**src/rtl/alu_nibble_seq_pkg.sv**
```systemverilog
// -----------------------------------------------------------------------------
// alu_nibble_seq_pkg
//
// Shared definitions for the nibble-serial 16-bit ALU:
//   - FSM state encoding (IDLE / RUN / DONE)
//   - datapath geometry (WIDTH, NIBBLES, NIB_W)
//   - commonly used ALU_4bit function select codes
//
// No ports (package).
// -----------------------------------------------------------------------------
package alu_nibble_seq_pkg;

    localparam int WIDTH   = 16;
    localparam int NIBBLES = 4;
    localparam int NIB_W   = WIDTH / NIBBLES;

    typedef enum logic [1:0] {
        ST_IDLE = 2'd0,
        ST_RUN  = 2'd1,
        ST_DONE = 2'd2
    } state_t;

    // Select codes in the slice encoding (active-high data).
    // Logic mode (m = 1)
    localparam logic [3:0] SEL_NOT_A   = 4'b0000;
    localparam logic [3:0] SEL_XOR     = 4'b0110;
    localparam logic [3:0] SEL_XNOR    = 4'b1001;
    localparam logic [3:0] SEL_AND     = 4'b1011;
    localparam logic [3:0] SEL_OR      = 4'b1110;
    // Arithmetic mode (m = 0); cin = 1 means "no carry in"
    localparam logic [3:0] SEL_A_PLUS_B  = 4'b1001;
    localparam logic [3:0] SEL_A_MINUS_B = 4'b0110;
    localparam logic [3:0] SEL_A_PLUS_A  = 4'b1100;
    localparam logic [3:0] SEL_A_MINUS_1 = 4'b1111;

    // Carry levels of the slice (carry-in and carry-out are active-low).
    localparam logic CARRY_NONE = 1'b1;
    localparam logic CARRY_SET  = 1'b0;

endpackage

```
**src/rtl/ALU_4bit.sv**
```systemverilog
// -----------------------------------------------------------------------------
// ALU_4bit
//
// Existing 4-bit ALU slice (181-style, active-high data, active-low carries).
// Each bit forms two terms from the select lines:
//   t1 = a | (b & s0) | (~b & s1)
//   t2 = (a & ~b & s2) | (a & b & s3)
// Arithmetic mode returns t1 + t2 (+1 when cn = 0); logic mode returns
// ~(t1 ^ t2), i.e. the sum bit with every internal carry forced, so the
// logic result never depends on cn. cn4 is produced in both modes.
//
// Ports:
//   a, b  in  4  operands
//   s     in  4  function select
//   m     in  1  1 = logic, 0 = arithmetic
//   cn    in  1  carry in, active-low
//   f     out 4  result
//   cn4   out 1  carry out, active-low
// -----------------------------------------------------------------------------
module ALU_4bit (
    input  logic [3:0] a,
    input  logic [3:0] b,
    input  logic [3:0] s,
    input  logic       m,
    input  logic       cn,
    output logic [3:0] f,
    output logic       cn4
);

    logic [3:0] t1;
    logic [3:0] t2;
    logic [4:0] sum;

    assign t1  = a | (b & {4{s[0]}}) | (~b & {4{s[1]}});
    assign t2  = (a & ~b & {4{s[2]}}) | (a & b & {4{s[3]}});
    assign sum = {1'b0, t1} + {1'b0, t2} + {4'b0000, ~cn};

    assign f   = m ? ~(t1 ^ t2) : sum[3:0];
    assign cn4 = ~sum[4];

endmodule

```
**src/rtl/alu_nibble_seq.sv**
```systemverilog
// -----------------------------------------------------------------------------
// alu_nibble_seq
//
// 16-bit ALU evaluated serially through a single ALU_4bit slice, one nibble
// per clock, least-significant nibble first. The slice carry-out of nibble k
// is registered and fed back as the carry-in of nibble k+1, so the result is
// identical to four slices cascaded combinationally.
//
// Handshake: start is sampled only in IDLE. When accepted, the operands and
// controls are captured, busy rises for the four RUN cycles, then done pulses
// for one cycle while f/cout present the new result. start seen in RUN or
// DONE is dropped, never queued. With start held high an operation is
// accepted every 6 cycles.
//
// Ports:
//   clk    in   1   rising-edge clock
//   rst    in   1   synchronous active-high reset
//   start  in   1   request, sampled only in IDLE
//   a, b   in   16  operands
//   s      in   4   slice function select
//   m      in   1   1 = logic, 0 = arithmetic
//   cin    in   1   carry into nibble 0 (active-low, slice polarity)
//   f      out  16  registered result, held until the next completion
//   cout   out  1   registered carry out of nibble 3 (active-low)
//   busy   out  1   high in RUN
//   done   out  1   one-cycle completion pulse
// -----------------------------------------------------------------------------
module alu_nibble_seq
    import alu_nibble_seq_pkg::*;
(
    input  logic              clk,
    input  logic              rst,
    input  logic              start,
    input  logic [WIDTH-1:0]  a,
    input  logic [WIDTH-1:0]  b,
    input  logic [3:0]        s,
    input  logic              m,
    input  logic              cin,
    output logic [WIDTH-1:0]  f,
    output logic              cout,
    output logic              busy,
    output logic              done
);

    state_t state;
    state_t state_next;

    // Captured operation
    logic [WIDTH-1:0] a_q;
    logic [WIDTH-1:0] b_q;
    logic [3:0]       s_q;
    logic             m_q;

    // Serial datapath state
    logic [1:0]       idx;
    logic             carry_q;
    logic [11:0]      acc;      // nibbles 0..2; nibble 3 goes straight to f

    // Slice connections
    logic [NIB_W-1:0] slice_a;
    logic [NIB_W-1:0] slice_b;
    logic [NIB_W-1:0] slice_f;
    logic             slice_cout;

    assign slice_a = a_q[{idx, 2'b00} +: NIB_W];
    assign slice_b = b_q[{idx, 2'b00} +: NIB_W];

    ALU_4bit u_slice (
        .a   (slice_a),
        .b   (slice_b),
        .s   (s_q),
        .m   (m_q),
        .cn  (carry_q),
        .f   (slice_f),
        .cn4 (slice_cout)
    );

    // Next-state logic
    always_comb begin
        state_next = state;
        case (state)
            ST_IDLE: if (start)        state_next = ST_RUN;
            ST_RUN:  if (idx == 2'd3)  state_next = ST_DONE;
            ST_DONE:                   state_next = ST_IDLE;
            default:                   state_next = ST_IDLE;
        endcase
    end

    // State register, datapath and registered outputs.
    // busy/done are decoded from state_next so they are flops that line up
    // exactly with the state they describe.
    always_ff @(posedge clk) begin
        if (rst) begin
            state   <= ST_IDLE;
            f       <= '0;
            cout    <= 1'b0;
            busy    <= 1'b0;
            done    <= 1'b0;
            idx     <= 2'd0;
            carry_q <= 1'b0;
            acc     <= '0;
            a_q     <= '0;
            b_q     <= '0;
            s_q     <= '0;
            m_q     <= 1'b0;
        end else begin
            state <= state_next;
            busy  <= (state_next == ST_RUN);
            done  <= (state_next == ST_DONE);

            case (state)
                ST_IDLE: begin
                    if (start) begin
                        a_q     <= a;
                        b_q     <= b;
                        s_q     <= s;
                        m_q     <= m;
                        carry_q <= cin;
                        idx     <= 2'd0;
                    end
                end
                ST_RUN: begin
                    carry_q <= slice_cout;
                    idx     <= idx + 2'd1;
                    case (idx)
                        2'd0: acc[3:0]  <= slice_f;
                        2'd1: acc[7:4]  <= slice_f;
                        2'd2: acc[11:8] <= slice_f;
                        default: begin
                            f    <= {slice_f, acc};
                            cout <= slice_cout;
                        end
                    endcase
                end
                default: ;
            endcase
        end
    end

endmodule

```
**config.mk**
```make
export PLATFORM = sky130hd
export DESIGN_NAME = alu_nibble_seq
export DESIGN_NICKNAME = d
export VERILOG_FILES = /design/src/rtl/alu_nibble_seq_pkg.sv /design/src/rtl/ALU_4bit.sv /design/src/rtl/alu_nibble_seq.sv
export SDC_FILE = /design/constraint.sdc
export NUM_CORES = 1
export LEC_CHECK = 0
export ABC_AREA = 1
export CELL_PAD_IN_SITES_DETAIL_PLACEMENT = 1
export CELL_PAD_IN_SITES_GLOBAL_PLACEMENT = 2
export CORE_ASPECT_RATIO = 2
export CORE_MARGIN = 4
export CORE_UTILIZATION = 35
export DETAILED_ROUTE_END_ITERATION = 6
export DONT_BUFFER_PORTS = 1
export HOLD_SLACK_MARGIN = 0.1
export PLACE_DENSITY = 0.8
export SLEW_MARGIN = 20
export SYNTH_ARGS = -nofsm -noshare
export SYNTH_HDL_FRONTEND = slang
export SYNTH_SLANG_ARGS = --single-unit
```
**constraint.sdc**
```tcl
create_clock -name clk -period 3.15 [get_ports clk]
set_input_delay 0 -clock clk [delete_from_list [all_inputs] [get_ports clk]]
set_output_delay 0 -clock clk [all_outputs]
set_load 0.05 [all_outputs]
```
==> flow_summary_export.csv, run 1 <==
group,metric,value,unit
place,gp_routability_congestion,0.752,
worst_setup_path,critPathSlowestCell,"dfxtp_1",
clock_tree,clock_latency_on_the_worst_skew_pair,0.34,ns
synth,postSynthRegisterBits,73,
final_layout,drive_gt1_share,7.52,%
worst_setup_path,cp_slowest_stage_delay,0.46,ns
worst_setup_path,critical-path-top-delay-family,"adder cells",
timing,max-slew-margin-rel,51.8,%
clock_tree,h-tree-depth,3,
synth,netlist-cell-type-count,28,
global_route,grt_first_pass_wirelength,14400,microns
worst_setup_path,cp-start-kind,"flop",
timing,grt_setup_unrepaired,"false",
power,power.ir.vdd_worst,427,uV
global_route,grt_overflow_total,0,
drt,routedWlPerCell,14.7,microns
final_layout,final_net_count,526,
drt,dr.pass1.iters,4,
clock_tree,clkSinkCount,73,
clock_tree,cts-buffers-inserted,9,
outcome,run_status,"finished clean",
power,power_switching,0.624,mW
worst_setup_path,crit-reg2reg-launch,"idx[0]",
final_layout,layout-area-overhead-vs-synth,22.3,%
clock_tree,cts.reportedPaths.clkPinSlew,0.06,ns
power,p_comb_share,13.4,%
synth,yosysWarnings,0,
worst_setup_path,critical_path_buf_inv_count,2,
place,port-buffer-count,0,
clock_tree,clk_root_buffer_cell,"clkbuf_16",
floorplan,floorplan.io_pins,60,
clock_tree,clock_tree_from_tritoncts,"built",
timing,post-route-period-util,83.8,%
final_layout,fillCellCount,1124,
timing,final_period_minus_worst_setup_slack,2.64,ns
worst_setup_path,crit_path_class,"flop to flop",
clock_tree,cts_setup_buffers,0,
global_route,grt_util_all_layers,16.6,%
power,total_leakage_power,1.77,nW
synth,synth.avg_cell_area,7.45,sq um
timing,setup-tns-final,0,ns
clock_tree,cts_resized,0,
place,dp_hpwl,6110,microns
floorplan,placementRows,49,
final_layout,antenna-diode-count,0,
global_route,grt_start_max_net_pins,49,
power,share_seq_of_total_power,42.5,%
worst_setup_path,cp.required,3.36,ns
synth,ys_seq_area_share,44.6,%
synth,synthCells,440,
synth,synthesis.area,0.00328,sq mm
clock_tree,clockBufferDepth,2,
power,swShare,26.0,%
min_path,hold_path_startpoint,"rst",
timing,setup_viol_count_final,0,
drt,route.vias.total,2817,
job,max_cap_violations,0,
global_route,first_global_vias,2945,
worst_setup_path,timing.critical_path.cells,"inv_2 > nand2_1 > nand3_1 > nand2_1 > clkinv_1 > nand3_1 > nand2_1 > fa_1 > fa_1 > nor2_1 > xor2_1 > a21oi_1",
floorplan,chipWidth,76.4,microns
floorplan,die-area,0.0111,sq mm
worst_setup_path,critPathLaunch,"idx[0]",
timing,tightest_slew,0.722,ns
place,placed_cell_area,0.00329,sq mm
timing,finalMaxSlewViolations,0,
timing,max_freq,379,MHz
drt,avgViaCountPerCell,4.85,
floorplan,start_util,36.1,%
power,p_int,1.78,mW
drt,drt_drc_violations_left,0,
worst_setup_path,critical-path-top-cell-by-count,"nand2_1",
drt,first_iter_violations,90,
synth,post_synth_net_total,492,
power,clock_share_of_power,44.1,%
global_route,antenna_violations_before_repair,0,
worst_setup_path,worstSetupEndpointType,"flop",
drt,drt_wl_total,8530,microns
worst_setup_path,worstPathMaxFanout,10,
min_path,hp-class,"primary input to flop",
floorplan,die_height,145,microns
clock_tree,postCtsHoldBufs,40,
timing,hold_viol,0,
final_layout,final_design_area_no_fill,0.00401,sq mm
floorplan,floorplan.core_area,0.00907,sq mm
timing,clk_skew,0.00570,ns
worst_setup_path,crit_arrival,2.85,ns
power,power_per_cell_area,599,mW/mm^2
drt,antenna_violating_nets_post_route,0,
-- cell usage after synthesis --
cell type / n / area (sq um)
buf_2: 5 / 25.0
nor2_4: 4 / 45.0
nand3b_1: 4 / 30.0
a21oi_1: 25 / 125
nand2_4: 1 / 11.3
nor2_8: 1 / 20.0
inv_1: 28 / 105
nor2_1: 87 / 327
nand3_1: 23 / 115
o21ai_2: 1 / 8.76
nand2_2: 1 / 6.26
clkinv_1: 2 / 7.51
nand2_1: 76 / 285
o21a_1: 4 / 30.0
inv_2: 5 / 18.8
o21ai_0: 57 / 285
clkbuf_4: 1 / 7.51
nor3_1: 2 / 10.0
dfxtp_1: 73 / 1460
buf_6: 7 / 78.8
xor2_1: 1 / 8.76
o21ai_1: 6 / 30.0
nor2_2: 2 / 12.5
buf_4: 2 / 15.0
o211ai_1: 4 / 30.0
fa_1: 2 / 40.0
ha_1: 9 / 113
clkbuf_1: 7 / 26.3
-- final timing paths --
path / endpoint / slack [ns] / cells past startpoint
max reg2reg: acc[6] / 0.51 / 12
min: cout / 0.18 / 3
min reg2reg: a_q[3] / 0.45 / 2
max: acc[6] / 0.51 / 12
-- logic make-up after synthesis --
group / count (synthesis) / synth area share, %
fa+ha+maj: 11 / 4.66
xor+xnor: 1 / 0.267
buf+inv: 57 / 8.66
flops: 73 / 44.6
compound gates: 97 / 15.5
simple gates: 201 / 26.3
-- tightest hold or removal path, cell delays in order --
cell,delay [ns]
inv_1,0.27
o21ai_2,0.14
a21oi_1,0.04
-- stage by stage --
| step | power, mW | std cells | util, % | worst slack [ns] | hold slack, ns |
|---|---|---|---|---|---|
| floorplan | 1.26 | 440 | - | 0.692 | 0.0768 |
| global placement | 1.32 | 525 | 36.3 | 0.659 | 0.0718 |
| detailed placement | 1.32 | 525 | 36.3 | 0.529 | 0.0739 |
| CTS | 2.44 | 581 | 44.2 | 0.477 | 0.170 |
| global route | 2.53 | 581 | 44.2 | 0.188 | 0.232 |
| finish | 2.40 | 581 | 44.2 | 0.510 | 0.176 |
-- routing by layer --
metal / vias to the layer above / GRT usage, % / routed length, microns
met5: - / 0 / 0
met4: 0 / 8.69 / 238
met2: 47 / 31.0 / 4550
met3: 13 / 4.09 / 264
li1: 1479 / - / -
met1: 1278 / 16.9 / 3480
-- sequential cells by signal, summed over array words and instances, names as in the netlist --
signal	cells
b_q	16
f	16
idx	2
state	2
s_q	4
done	1
carry_q	1
m_q	1
acc	12
cout	1
busy	1
a_q	16
-- layout by cell type, fill, tap and decap left out, drive strengths merged --
cell         Yosys  layout
nor2            94      94
nand2           78      78
dfxtp           73      73
o21ai           64      64
dlygate4sd3      0      40
inv             33      33
a21oi           25      25
nand3           23      23
clkbuf           8      12
ha               9       9
buf             14       5
o211ai           4       4
nand3b           4       4
o21a             4       4
clkinv           2       3
nor3             2       2
fa               2       2
clkinvlp         0       2
xor2             1       1
bufinv           0       1
-- power by group through the flow --
stage | Clock (mW) | Sequential (mW) | Combinational, mW
5_1_grt | 1.13 | 1.03 | 0.372
3_5_place_dp | 0 | 1.04 | 0.283
6_report | 1.06 | 1.02 | 0.322
4_1_cts | 1.09 | 1.02 | 0.328
3_3_place_gp | 0 | 1.04 | 0.275
2_1_floorplan | 0 | 1.03 | 0.231
-- area by class of cell --
class                           count  area (sq um)  share of cell area (%)
Tap cell                          102           128                    3.18
Multi-Input combinational cell    310          1530                    38.2
Clock buffer                       12           267                    6.65
Inverter                           35           131                    3.28
Clock inverter                      4          50.0                    1.25
Sequential cell                    73          1460                    36.5
Timing Repair Buffer               45           438                    10.9
No activity file was read; power rests on OpenSTA's default activity.
==> run 2: changes to the inputs <==
--- a/config.mk
+++ b/config.mk
@@ -10,11 +10,11 @@
 export CELL_PAD_IN_SITES_GLOBAL_PLACEMENT = 2
 export CORE_ASPECT_RATIO = 2
 export CORE_MARGIN = 4
-export CORE_UTILIZATION = 35
+export CORE_UTILIZATION = 32
 export DETAILED_ROUTE_END_ITERATION = 6
 export DONT_BUFFER_PORTS = 1
 export HOLD_SLACK_MARGIN = 0.1
-export PLACE_DENSITY = 0.8
+export PLACE_DENSITY = 0.77
 export SLEW_MARGIN = 20
 export SYNTH_ARGS = -nofsm -noshare
 export SYNTH_HDL_FRONTEND = slang
==> constraint.sdc (replaced) <==
create_clock -name clk -period 2.2 [get_ports clk]
set_input_delay 0 -clock clk [delete_from_list [all_inputs] [get_ports clk]]
set_output_delay 0 -clock clk [all_outputs]
set_load 0.05 [all_outputs]
==> flow_summary_export.csv, run 2 (synthesis gave the netlist of run 1 again) <==
group,metric,value,unit
outcome,run_status,"finished, violations left",
outcome,failing_checks,"negative hold slack, negative setup slack",
worst_setup_path,critical-path-top-delay-family,"adder cells",
power,share_seq_of_total_power,43.3,%
clock_tree,clockBufferDepth,2,
power,clock_share_of_power,40.1,%
clock_tree,clk_root_buffer_cell,"clkbuf_16",
worst_setup_path,cp_slowest_stage_delay,0.53,ns
timing,final_period_minus_worst_setup_slack,2.28,ns
floorplan,floorplan.io_pins,60,
power,swShare,27.0,%
timing,setup-tns-final,-0.526,ns
worst_setup_path,critical_path_buf_inv_count,2,
clock_tree,clock_latency_on_the_worst_skew_pair,0.33,ns
final_layout,register_area,0.00147,sq mm
worst_setup_path,cp.required,2.47,ns
drt,routedWlPerCell,14.4,microns
final_layout,leading_cell_type_in_the_layout_fill_and_taps_excluded,"nor2_1",
min_path,hp-class,"primary input to flop",
floorplan,floorplan.core_area,0.0101,sq mm
timing,clk_skew,0.00556,ns
final_layout,layout-area-overhead-vs-synth,30.0,%
timing,finalMaxSlewViolations,0,
power,p_int,2.46,mW
drt,antenna_violating_nets_post_route,0,
global_route,first_global_vias,3246,
timing,max-slew-margin-rel,49.6,%
worst_setup_path,slack_of_the_worst_reg_to_reg_path,-0.08,ns
power,power_per_cell_area,791,mW/mm^2
worst_setup_path,worst-r2r-cell-count,13,
power,total_leakage_power,1.88,nW
timing,tightest_slew,0.755,ns
final_layout,largest_registers,"a_q: 16 flops, b_q: 16 flops, f: 16 flops",
floorplan,die-area,0.0120,sq mm
global_route,antenna_violations_before_repair,0,
drt,avgViaCountPerCell,4.72,
global_route,grt_util_all_layers,17.0,%
final_layout,drive_gt1_share,13.6,%
clock_tree,h-tree-depth,3,
place,dp_hpwl,6630,microns
timing,grt_setup_unrepaired,"true",
worst_setup_path,worstPathMaxFanout,6,
timing,final.setup.worst_slack,-0.0833,ns
drt,route.vias.total,2998,
floorplan,start_util,32.5,%
worst_setup_path,crit_arrival,2.55,ns
final_layout,fillCellCount,1261,
power,power.total,3.37,mW
final_layout,multi_input_comb_area,0.00160,sq mm
floorplan,die_height,151,microns
place,post-place-ws,-0.139,ns
timing,post-route-period-util,104,%
place,gp_routability_congestion,0.760,
worst_setup_path,critPathSlowestCell,"fa_2",
power,power.ir.vdd_worst,437,uV
worst_setup_path,critical-path-top-cell-by-count,"nand2_1",
final_layout,final_net_count,547,
worst_setup_path,cp-start-kind,"flop",
global_route,grt_first_pass_wirelength,15700,microns
timing,timing.hold.ws,-0.276,ns
min_path,worst_hold_end,"acc[1]",
drt,drt_wl_total,9140,microns
final_layout,antenna-diode-count,0,
worst_setup_path,worstSetupEndpointType,"flop",
worst_setup_path,crit-reg2reg-capture,"acc[1]",
global_route,grt_overflow_total,0,
clock_tree,cts-buffers-inserted,9,
min_path,whs_path_depth,1,
worst_setup_path,crit_path_class,"flop to flop",
global_route,grt_start_max_net_pins,49,
final_layout,final_util,42.3,%
drt,first_iter_violations,101,
final_layout,highest_count_cells_in_the_layout_ignoring_fill_and_taps,"nor2_1 (86), dfxtp_1 (72), nand2_1 (71), o21ai_0 (55), dlygate4sd3_1 (43)",
power,p_comb_share,16.6,%
clock_tree,postCtsHoldBufs,43,
drt,drt_drc_violations_left,0,
clock_tree,clock_tree_from_tritoncts,"built",
clock_tree,clkSinkCount,73,
min_path,hold_path_startpoint,"rst",
worst_setup_path,crit-reg2reg-launch,"idx[0]",
power,power_switching,0.909,mW
job,max_cap_violations,0,
drt,dr.pass1.iters,4,
worst_setup_path,critical_path_depth,13,
floorplan,placementRows,52,
worst_setup_path,timing.critical_path.cells,"inv_2 > nand2_1 > nand3_1 > nand2_1 > buf_4 > nand3_1 > nand2_2 > fa_2 > fa_2 > nand2_1 > o21ai_2 > nand2_1 > a21oi_2",
timing,hold_viol,7,
clock_tree,cts.reportedPaths.clkPinSlew,0.06,ns
floorplan,chipWidth,79.6,microns
timing,setup_viol_count_final,8,
place,port-buffer-count,0,
timing,max_freq,438,MHz
[run 2: cell count changes in the layout (fill, tap and decap cells not counted), moves of 3 or more]
cell	previous run	this run
buf_4	5	21
nand2_1	76	71
nand2_2	1	6
dlygate4sd3_1	40	43
[run 2: final cells by class]
type / instances / share of cell area (%)
clock inverters: 3 / 0.352
clock buffers: 13 / 6.11
inverters: 35 / 3.14
repair buffers: 66 / 14.5
well taps: 135 / 3.96
flip-flops and latches: 73 / 34.4
multi-input cells: 310 / 37.5
[run 2: stage by stage]
step           area [sq um]  std cells
2_1_floorplan          3310        440
3_3_place_gp           3480        574
3_5_place_dp           3480        574
4_1_cts                4230        635
5_1_grt                4260        635
6_report               4260        635
[run 2: worst max-delay path by stage]
stage	endpoint	slack (ns)	from
CTS	acc[1]	-0.08	idx[0]
global route	acc[9]	-0.26	idx[0]
floorplan	acc[2]	-0.06	idx[0]
detailed placement	acc[2]	-0.14	idx[0]
finish	acc[1]	-0.08	idx[0]
global placement	acc[6]	-0.02	idx[0]
[run 2: metal layers]
| metal | track usage (%) | wire [microns] | up-vias |
|---|---|---|---|
| met2 | 32.1 | 5110 | 62 |
| li1 | - | - | 1517 |
| met3 | 3.69 | 365 | 23 |
| met5 | 0 | 0 | - |
| met1 | 16.7 | 3310 | 1396 |
| met4 | 9.29 | 354 | 0 |
[run 2: worst reg2reg max path: cells and delay by family, from the launching register on]
| kind | cells | cell delay (ns) |
|---|---|---|
| adders and majority gates | 2 | 0.90 |
| and+or+nand+nor | 7 | 0.53 |
| DFF | 1 | 0.36 |
| buffers and inverters | 2 | 0.21 |
| AOI/OAI and AO/OA | 2 | 0.21 |
[run 2: power by group through the flow]
stage	combinational [mW]	sequential [mW]	clock [mW]
2_1_floorplan	0.345	1.47	0
3_3_place_gp	0.456	1.49	0
3_5_place_dp	0.466	1.49	0
4_1_cts	0.554	1.46	1.39
5_1_grt	0.646	1.47	1.45
6_report	0.561	1.46	1.35
[run 2: timing repair]
action	in CTS	in global routing
setup buffers	2	0
resized for setup	10	7
endpoints found under the hold margin	50	7
setup endpoints to repair	13	17
pin swaps	6	5
